<file path="config.mk">
export PLATFORM = sky130hd
export DESIGN_NAME = mc_ctrl_unit
export DESIGN_NICKNAME = d
export VERILOG_FILES = /design/src/rtl/mc_ctrl_unit_pkg.sv /design/src/rtl/mc_inst_dec.sv /design/src/rtl/mc_ctrl_unit.sv
export SDC_FILE = /design/constraint.sdc
export NUM_CORES = 1
export LEC_CHECK = 0
export BUFFER_PORTS_ARGS = -buffer_cell sky130_fd_sc_hd__buf_2
export CORE_UTILIZATION = 46
export DETAILED_ROUTE_END_ITERATION = 16
export PLACE_DENSITY_LB_ADDON = 0.05
export REMOVE_ABC_BUFFERS = 1
export SYNTH_ARGS = -nofsm -noshare
export SYNTH_HDL_FRONTEND = slang
export SYNTH_HIERARCHICAL = 1
export SYNTH_SLANG_ARGS = --single-unit
export TNS_END_PERCENT = 5
</file>
<file path="constraint.sdc">
create_clock -name clk -period 2.99 [get_ports clk]
set_input_delay 0.299 -clock clk [delete_from_list [all_inputs] [get_ports clk]]
set_output_delay 0.299 -clock clk [all_outputs]
set_load 0.1 [all_outputs]
</file>
<file path="src/rtl/mc_ctrl_unit_pkg.sv">
// Shared constants for the multicycle MIPS control unit: opcodes, func codes,
// ALU op encodings, FSM state encodings and the decoded-instruction struct.
package mc_ctrl_unit_pkg;

    localparam logic [5:0] OP_RTYPE = 6'b000000;
    localparam logic [5:0] OP_J     = 6'b000010;
    localparam logic [5:0] OP_JAL   = 6'b000011;
    localparam logic [5:0] OP_BEQ   = 6'b000100;
    localparam logic [5:0] OP_BNE   = 6'b000101;
    localparam logic [5:0] OP_ADDI  = 6'b001000;
    localparam logic [5:0] OP_ANDI  = 6'b001100;
    localparam logic [5:0] OP_ORI   = 6'b001101;
    localparam logic [5:0] OP_XORI  = 6'b001110;
    localparam logic [5:0] OP_LUI   = 6'b001111;
    localparam logic [5:0] OP_LW    = 6'b100011;
    localparam logic [5:0] OP_SW    = 6'b101011;

    localparam logic [5:0] FN_SLL = 6'b000000;
    localparam logic [5:0] FN_SRL = 6'b000010;
    localparam logic [5:0] FN_SRA = 6'b000011;
    localparam logic [5:0] FN_JR  = 6'b001000;
    localparam logic [5:0] FN_ADD = 6'b100000;
    localparam logic [5:0] FN_SUB = 6'b100010;
    localparam logic [5:0] FN_AND = 6'b100100;
    localparam logic [5:0] FN_OR  = 6'b100101;
    localparam logic [5:0] FN_XOR = 6'b100110;

    localparam logic [3:0] ALUC_ADD = 4'b0000;
    localparam logic [3:0] ALUC_SUB = 4'b0100;
    localparam logic [3:0] ALUC_AND = 4'b0001;
    localparam logic [3:0] ALUC_OR  = 4'b0101;
    localparam logic [3:0] ALUC_XOR = 4'b0010;
    localparam logic [3:0] ALUC_LUI = 4'b0110;
    localparam logic [3:0] ALUC_SLL = 4'b0011;
    localparam logic [3:0] ALUC_SRL = 4'b0111;
    localparam logic [3:0] ALUC_SRA = 4'b1111;

    localparam logic [2:0] SIF  = 3'd0;
    localparam logic [2:0] SID  = 3'd1;
    localparam logic [2:0] SEXE = 3'd2;
    localparam logic [2:0] SMEM = 3'd3;
    localparam logic [2:0] SWB  = 3'd4;

    typedef struct packed {
        logic i_add, i_sub, i_and, i_or, i_xor;
        logic i_sll, i_srl, i_sra, i_jr;
        logic i_addi, i_andi, i_ori, i_xori, i_lui;
        logic i_lw, i_sw, i_beq, i_bne, i_j, i_jal;
        logic i_illegal;
    } inst_t;

    // ALU op for the EXE phase of R-type and ALU-immediate instructions
    function automatic logic [3:0] alu_of(inst_t d);
        if (d.i_sub)                   return ALUC_SUB;
        else if (d.i_and  || d.i_andi) return ALUC_AND;
        else if (d.i_or   || d.i_ori)  return ALUC_OR;
        else if (d.i_xor  || d.i_xori) return ALUC_XOR;
        else if (d.i_lui)              return ALUC_LUI;
        else if (d.i_sll)              return ALUC_SLL;
        else if (d.i_srl)              return ALUC_SRL;
        else if (d.i_sra)              return ALUC_SRA;
        else                           return ALUC_ADD;
    endfunction

endpackage

</file>
<file path="src/rtl/mc_inst_dec.sv">
// Combinational op/func decode into one-hot instruction flags; anything not
// recognised raises i_illegal.
module mc_inst_dec
    import mc_ctrl_unit_pkg::*;
(
    input  logic [5:0] op,
    input  logic [5:0] func,
    output inst_t      inst
);

    logic rtype;
    assign rtype = (op == OP_RTYPE);

    always_comb begin
        inst        = '0;
        inst.i_add  = rtype && (func == FN_ADD);
        inst.i_sub  = rtype && (func == FN_SUB);
        inst.i_and  = rtype && (func == FN_AND);
        inst.i_or   = rtype && (func == FN_OR);
        inst.i_xor  = rtype && (func == FN_XOR);
        inst.i_sll  = rtype && (func == FN_SLL);
        inst.i_srl  = rtype && (func == FN_SRL);
        inst.i_sra  = rtype && (func == FN_SRA);
        inst.i_jr   = rtype && (func == FN_JR);
        inst.i_addi = (op == OP_ADDI);
        inst.i_andi = (op == OP_ANDI);
        inst.i_ori  = (op == OP_ORI);
        inst.i_xori = (op == OP_XORI);
        inst.i_lui  = (op == OP_LUI);
        inst.i_lw   = (op == OP_LW);
        inst.i_sw   = (op == OP_SW);
        inst.i_beq  = (op == OP_BEQ);
        inst.i_bne  = (op == OP_BNE);
        inst.i_j    = (op == OP_J);
        inst.i_jal  = (op == OP_JAL);
        inst.i_illegal = (inst == '0);
    end

endmodule

</file>
<file path="src/rtl/mc_ctrl_unit.sv">
// Multicycle control FSM (IF/ID/EXE/MEM/WB) driving the shared datapath ALU,
// register file and memory; only the state register is a flop.
module mc_ctrl_unit
    import mc_ctrl_unit_pkg::*;
#(
    parameter logic WAIT_MEM = 1'b1
) (
    input  logic       clk,
    input  logic       clrn,
    input  logic [5:0] op,
    input  logic [5:0] func,
    input  logic       z,
    input  logic       mrdy,
    output logic [3:0] aluc,
    output logic       wpc,
    output logic       wir,
    output logic       wmem,
    output logic       wreg,
    output logic       iord,
    output logic [1:0] alusrca,
    output logic [1:0] alusrcb,
    output logic       sext,
    output logic [1:0] pcsource,
    output logic       regrt,
    output logic       m2reg,
    output logic       jal,
    output logic       illegal,
    output logic [2:0] state
);

    inst_t      d;
    logic [2:0] state_q, nxt;
    logic       ready, r_alu, r_shift, i_alu;
    logic       wpc_r, wir_r, wmem_r, wreg_r, ill_r;

    mc_inst_dec u_dec (.op(op), .func(func), .inst(d));

    assign ready   = mrdy | ~WAIT_MEM;
    assign r_shift = d.i_sll | d.i_srl | d.i_sra;
    assign r_alu   = d.i_add | d.i_sub | d.i_and | d.i_or | d.i_xor | r_shift;
    assign i_alu   = d.i_addi | d.i_andi | d.i_ori | d.i_xori | d.i_lui;

    always_ff @(posedge clk or negedge clrn) begin
        if (!clrn) state_q <= SIF;
        else       state_q <= nxt;
    end

    always_comb begin
        nxt = SIF;
        aluc = ALUC_ADD; iord = 1'b0; alusrca = 2'b00; alusrcb = 2'b00;
        sext = 1'b0; pcsource = 2'b00; regrt = 1'b0; m2reg = 1'b0; jal = 1'b0;
        wpc_r = 1'b0; wir_r = 1'b0; wmem_r = 1'b0; wreg_r = 1'b0; ill_r = 1'b0;
        case (state_q)
            SIF: begin
                alusrcb = 2'b01;
                wir_r   = ready;
                wpc_r   = ready;
                nxt     = ready ? SID : SIF;
            end
            SID: begin
                // ALU-out captures PC+4 + (imm<<2) for a possible branch
                alusrcb = 2'b11;
                sext    = 1'b1;
                if (d.i_j) begin
                    wpc_r = 1'b1; pcsource = 2'b10;
                end else if (d.i_jr) begin
                    wpc_r = 1'b1; pcsource = 2'b11;
                end else if (d.i_jal) begin
                    wpc_r = 1'b1; pcsource = 2'b10; wreg_r = 1'b1; jal = 1'b1;
                end else if (d.i_illegal) begin
                    ill_r = 1'b1;
                end else begin
                    nxt = SEXE;
                end
            end
            SEXE: begin
                if (r_alu) begin
                    alusrca = r_shift ? 2'b10 : 2'b01;
                    aluc    = alu_of(d);
                    nxt     = SWB;
                end else if (i_alu) begin
                    alusrca = 2'b01;
                    alusrcb = 2'b10;
                    sext    = d.i_addi;
                    aluc    = alu_of(d);
                    nxt     = SWB;
                end else if (d.i_lw || d.i_sw) begin
                    alusrca = 2'b01; alusrcb = 2'b10; sext = 1'b1;
                    nxt     = SMEM;
                end else if (d.i_beq || d.i_bne) begin
                    alusrca  = 2'b01;
                    aluc     = ALUC_SUB;
                    pcsource = 2'b01;
                    wpc_r    = (d.i_beq & z) | (d.i_bne & ~z);
                end
            end
            SMEM: begin
                iord = 1'b1;
                if (!ready)       nxt = SMEM;
                else if (d.i_sw)  wmem_r = 1'b1;
                else if (d.i_lw)  nxt = SWB;
            end
            SWB: begin
                wreg_r = 1'b1;
                regrt  = ~r_alu;
                m2reg  = d.i_lw;
            end
            default: nxt = SIF;
        endcase
    end

    // the state flop clears asynchronously, so SIF's enables must be masked too
    assign wpc     = wpc_r  & clrn;
    assign wir     = wir_r  & clrn;
    assign wmem    = wmem_r & clrn;
    assign wreg    = wreg_r & clrn;
    assign illegal = ill_r  & clrn;
    assign state   = state_q;

endmodule

</file>
# Word level (Yosys, flattened, before mapping)

Index checks and enable logic that the tools add are counted.

Logic and storage cells: 133
Register bits: 3
Output and inout port bits: 23

Reduce and logical (&&, ||, !) cells: 18
Equality and inequality tests: 23
Multiplexer cells: 70
Bitwise logic cells: 21

Operator list:

| operator                                                         | number |
|---|---|
| 4-bit two-way mux                                                | 11 |
| 6-bit == test (second input constant)                            | 7 |
| 6-bit by 4-bit == test with 1-bit output (second input constant) | 6 |
| 1-bit two-way mux                                                | 32 |
| 2-bit two-way mux                                                | 14 |
| 6-bit by 2-bit == test with 1-bit output (second input constant) | 4 |
| 3-bit two-way mux                                                | 7 |
| 20-bit logical NOT                                               | 1 |
| 6-bit by 3-bit == test with 1-bit output (second input constant) | 2 |
| 6-bit logical NOT                                                | 2 |
| 1-bit bitwise OR                                                 | 12 |
| 3-bit one-hot mux with 4 select lines                            | 1 |
| 1-bit logical AND                                                | 9 |
| 1-bit bitwise AND                                                | 7 |
| 3-bit by 2-bit == test with 1-bit output (second input constant) | 2 |
| 2-bit one-hot mux with 3 select lines                            | 1 |
| 1-bit logical OR                                                 | 5 |
| 1-bit one-hot mux with 2 select lines                            | 2 |
| 2-bit one-hot mux with 2 select lines                            | 1 |
| 3-bit by 1-bit == test with 1-bit output (second input constant) | 1 |
| 3-bit == test (second input constant)                            | 1 |
| 3-bit logical NOT                                                | 1 |
| 1-bit one-hot mux with 3 select lines                            | 1 |
| 1-bit inverter                                                   | 2 |

# Depth between registers and ports, before layout

Depth in word-level cells: 13
Mapped depth: 9

# By module

The synthesis kept the hierarchy.

By module, submodules not included:

| module       | cells an instance | instances | area an instance (um^2) |
|---|---|---|---|
| mc_ctrl_unit | 71                | 1         | 503.0 |
| mc_inst_dec  | 60                | 1         | 317.8 |

# Least setup slack after synthesis

OpenSTA, ideal clock, no wires.

Kind: register to output
From: register state_q[2], in the netlist state[2]
To: output port aluc[1]
Arrival: 6.166 ns
Path buffers: 2
Cell stages (with the launch flop): 5
Slack: -3.475 ns
Path through: dfrtp_1 > buf_6 > or3b_1 > buf_6 > a2111oi_0

Cells in the longest elaborated chain, start to end: 2

RTL lines:

| element                                  | line               | source |
|---|---|---|
| from (decl)                              | mc_ctrl_unit.sv:32 | `logic [2:0] state_q, nxt;` |
| from (signal assigned)                   | mc_ctrl_unit.sv:45 | `else state_q <= nxt;` |
| 3-bit by 2-bit == test with 1-bit output | mc_ctrl_unit.sv:53 | `case (state_q)` |
| 4-bit two-way mux                        | mc_ctrl_unit.sv:53 |  |
| to (decl)                                | mc_ctrl_unit.sv:14 | `output logic [3:0] aluc,` |

Every way passes these cells.

==> run_results.csv <==
group,metric,value,unit
synthesis,synth_edf_count,0,
floorplanning,io_pins,39,
synthesis,synth_xor_area_frac,0,
pwr,p_leak,0.5374,nW
timing,min_period_over_period,0.9534,
synthesis,yosysUniqueCellTypes,38,
critical_path,reg2reg_from,"state[1]$_DFF_PN0_",
critical_path,critPathLaunchType,"input pin",
synthesis,synth_top_family_by_area,"simple AND/OR/NAND/NOR gates",
clock_network,post_cts_buffers,0,
synthesis,yosysTopAreaCell,"nor2_1",
global_routing,antenna_found_initial,0,
global_routing,grt.overflow.total,0,
job,maxCapViolations,0,
cells_and_area,largest_reg_flops,3,
worst_hold_path,worstHoldStart,"mrdy",
synthesis,seq_area_frac_synth,0.09146,
timing,setup_viol,0,
global_routing,grt_max_degree,12,
critical_path,crit_chain,"buf_2 -> nor2_1 -> nand2_1 -> or3_4 -> nor2_1 -> or4_1 -> nor4_4 -> a311oi_1 -> nor4bb_1 -> buf_4 -> buf_12",
placed_design,port-buffer-count,38,
clock_network,cts_tree,"done",
critical_path,crit_start,"op[5]",
synthesis,synth_compound_area_frac,0.1570,
critical_path,path_depth,11,
cells_and_area,instances_no_fill,198,
pwr,p_per_area,253.3,mW/mm2
critical_path,worstPathArrival,2550,ps
synthesis,synth-seq-cells,3,
synthesis,syn_avg_cell_area,6.266,um2
synthesis,yosysTopAreaCellShare,0.1646,
synthesis,yosys.area_share.simple,0.6662,
floorplanning,dieWidth,44.24,um
clock_network,root_buffer,"clkbuf_4",
critical_path,worst_r2r_path_depth,4,
timing,rsz0062_at_grt,"no",
timing,hold_violations,0,
routing,drt_iter0_markers,54,
global_routing,track_usage,0.2965,
synthesis,ys_warn_count,6,
synthesis,synth_cells,131,
timing,slew_violations,0,
synthesis,synth.area.mux_share,0.02591,
placed_design,place_congestion,0.8227,
cells_and_area,drive_gt1_frac,0.3218,
timing,tightestPinTransition,494.2,ps
critical_path,crit_type,"input pin to output port",
timing,fmax,350.8,MHz
clock_network,cts.sinks,3,
timing,finalCriticalPeriod,2851,ps
outcome,status,"finished, final reports clean",
synthesis,synth_most_common_cell,"nor2_1",
floorplanning,die_area,0.001957,mm2
floorplanning,die_h,44.24,um
cells_and_area,diodes,0,
critical_path,crit_family,"simple AND/OR/NAND/NOR gates",
placed_design,dpl.hpwl,2141,um
floorplanning,rows,14,
critical_path,cp_slowest_stage_delay,580,ps
cells_and_area,area_growth,45.27,%
synthesis,synthArstFlopShare,1.000,
timing,slew_headroom,0.6659,
global_routing,grt_pass1_wl,4333,um
critical_path,endpoint_kind,"output port",
routing,viasPerCell,5.894,
clock_network,cts_made_buffers,3,
clock_network,worstSkewPairLatency,240,ps
routing,vias,1167,
placed_design,place_inst,193,
synthesis,ys_top_cells_by_area,"nor2_1, dfrtp_1, nor3_1",
routing,detail_route.wl_per_cell,13.32,um
critical_path,crit_top_cell,"nor2_1",
routing,ant_nets,0,
timing,setup_ws,139.3,ps
cells_and_area,final_net_count,191,
critical_path,crit_buf_inv,3,
routing,drtPass1Iterations,6,
cells_and_area,nFillCells,131,
synthesis,synthFlopType,"dfrtp_1",
critical_path,crit_path_max_fanout,5,
placed_design,dp_slack,130.8,ps
clock_network,clk_path_buf_depth,2,
critical_path,slowest_stage,"or4_1",
worst_hold_path,hold_depth,3,
clock_network,h-tree-depth,1,
floorplanning,start_util,0.5149,
synthesis,synthTopCellsByCount,"nor2_1, nand2_1, nor3_1",
synthesis,synth_area,820.8,um2
routing,drt_wl_total,2637,um
critical_path,cp.required,2690,ps
global_routing,grt_pass1_vias,1012,
worst_hold_path,hold_path.class,"input pin to flop",
clock_network,path_clk_slew,40,ps
floorplanning,core-area,0.001594,mm2
timing,skew,11.31,ps
routing,drc,0,
pwr,max-vdd-ir-drop,0.3322,mV
synthesis,synth-adder-area-share,0,
[final timing paths]
path / end / slack (ps)
min in group asynchronous: state[1]$_DFF_PN0_ / 440
min reg2reg: state[1]$_DFF_PN0_ / 690
max in group asynchronous: state[0]$_DFF_PN0_ / 2380
max: wpc / 140
min: state[2]$_DFF_PN0_ / 380
max reg2reg: state[0]$_DFF_PN0_ / 1270
[stage by stage]
step	total power, mW	instance area (um2)	hold WS, ps	util	TNS, ps
6_report	0.3021	1192	383.3	0.7480	0
2_1_floorplan	0.1696	779.5	3.409	-	-20500
3_5_place_dp	0.2256	1150	136.9	0.7214	0
5_1_grt	0.3191	1192	377.7	0.7480	0
4_1_cts	0.3022	1186	375.1	0.7441	0
3_3_place_gp	0.2213	1150	121.7	0.7214	0
[metal layers]
metal | vias up | track usage | share of wire
met5 | - | 0 | 0
li1 | 572 | - | -
met4 | 0 | 0.1212 | 0
met3 | 0 | 0.05714 | 0.085
met1 | 522 | 0.3806 | 0.41
met2 | 73 | 0.4853 | 0.50
[placed cells by master, fill, tap and decap left out, types with 3 or more instances in the layout]
cell,n
buf_12,7
buf_2,31
buf_4,6
clkbuf_4,3
dfrtp_1,3
nand2_1,13
nand2b_1,4
nand3_1,7
nand3b_1,3
nor2_1,36
nor3_1,11
nor4_1,4
nor4b_1,3
o21ai_0,6
[layout make-up]
class	instances	area (um2)	area share
multi-input cells	120	703.2	0.5897
repair buffers	45	350.3	0.2938
flip-flops and latches	3	75.07	0.06296
well taps	24	30.03	0.02518
clock buffers	4	26.28	0.02204
inverters	2	7.507	0.006296
[cells by family (layout without fill, tap and decap cells)]
group           Yosys count  count (layout)
compound gates           18              18
buf+inv                   8              51
flops                     3               3
mux                       2               2
simple gates            100             100
[timing repair]
action                     4_1_cts  5_1_grt
setup endpoints to repair        0        2
resized for setup                0        1
hold buffers                     1        0
hold endpoints to repair         3        0
[worst register-to-register path, stage by stage, from the launching register on]
cell and delay, ps:
dfrtp_1 450, or3b_1 500, nor4_4 360, a31oi_1 200, nand2b_1 120
[report_power, final]
group	total [mW]	switching [mW]	internal [mW]
clock network	0.0732	0.0230	0.0502
logic	0.181	0.134	0.0475
registers	0.0479	0.00460	0.0433
Note: power is estimated with default switching activity, not from simulation.
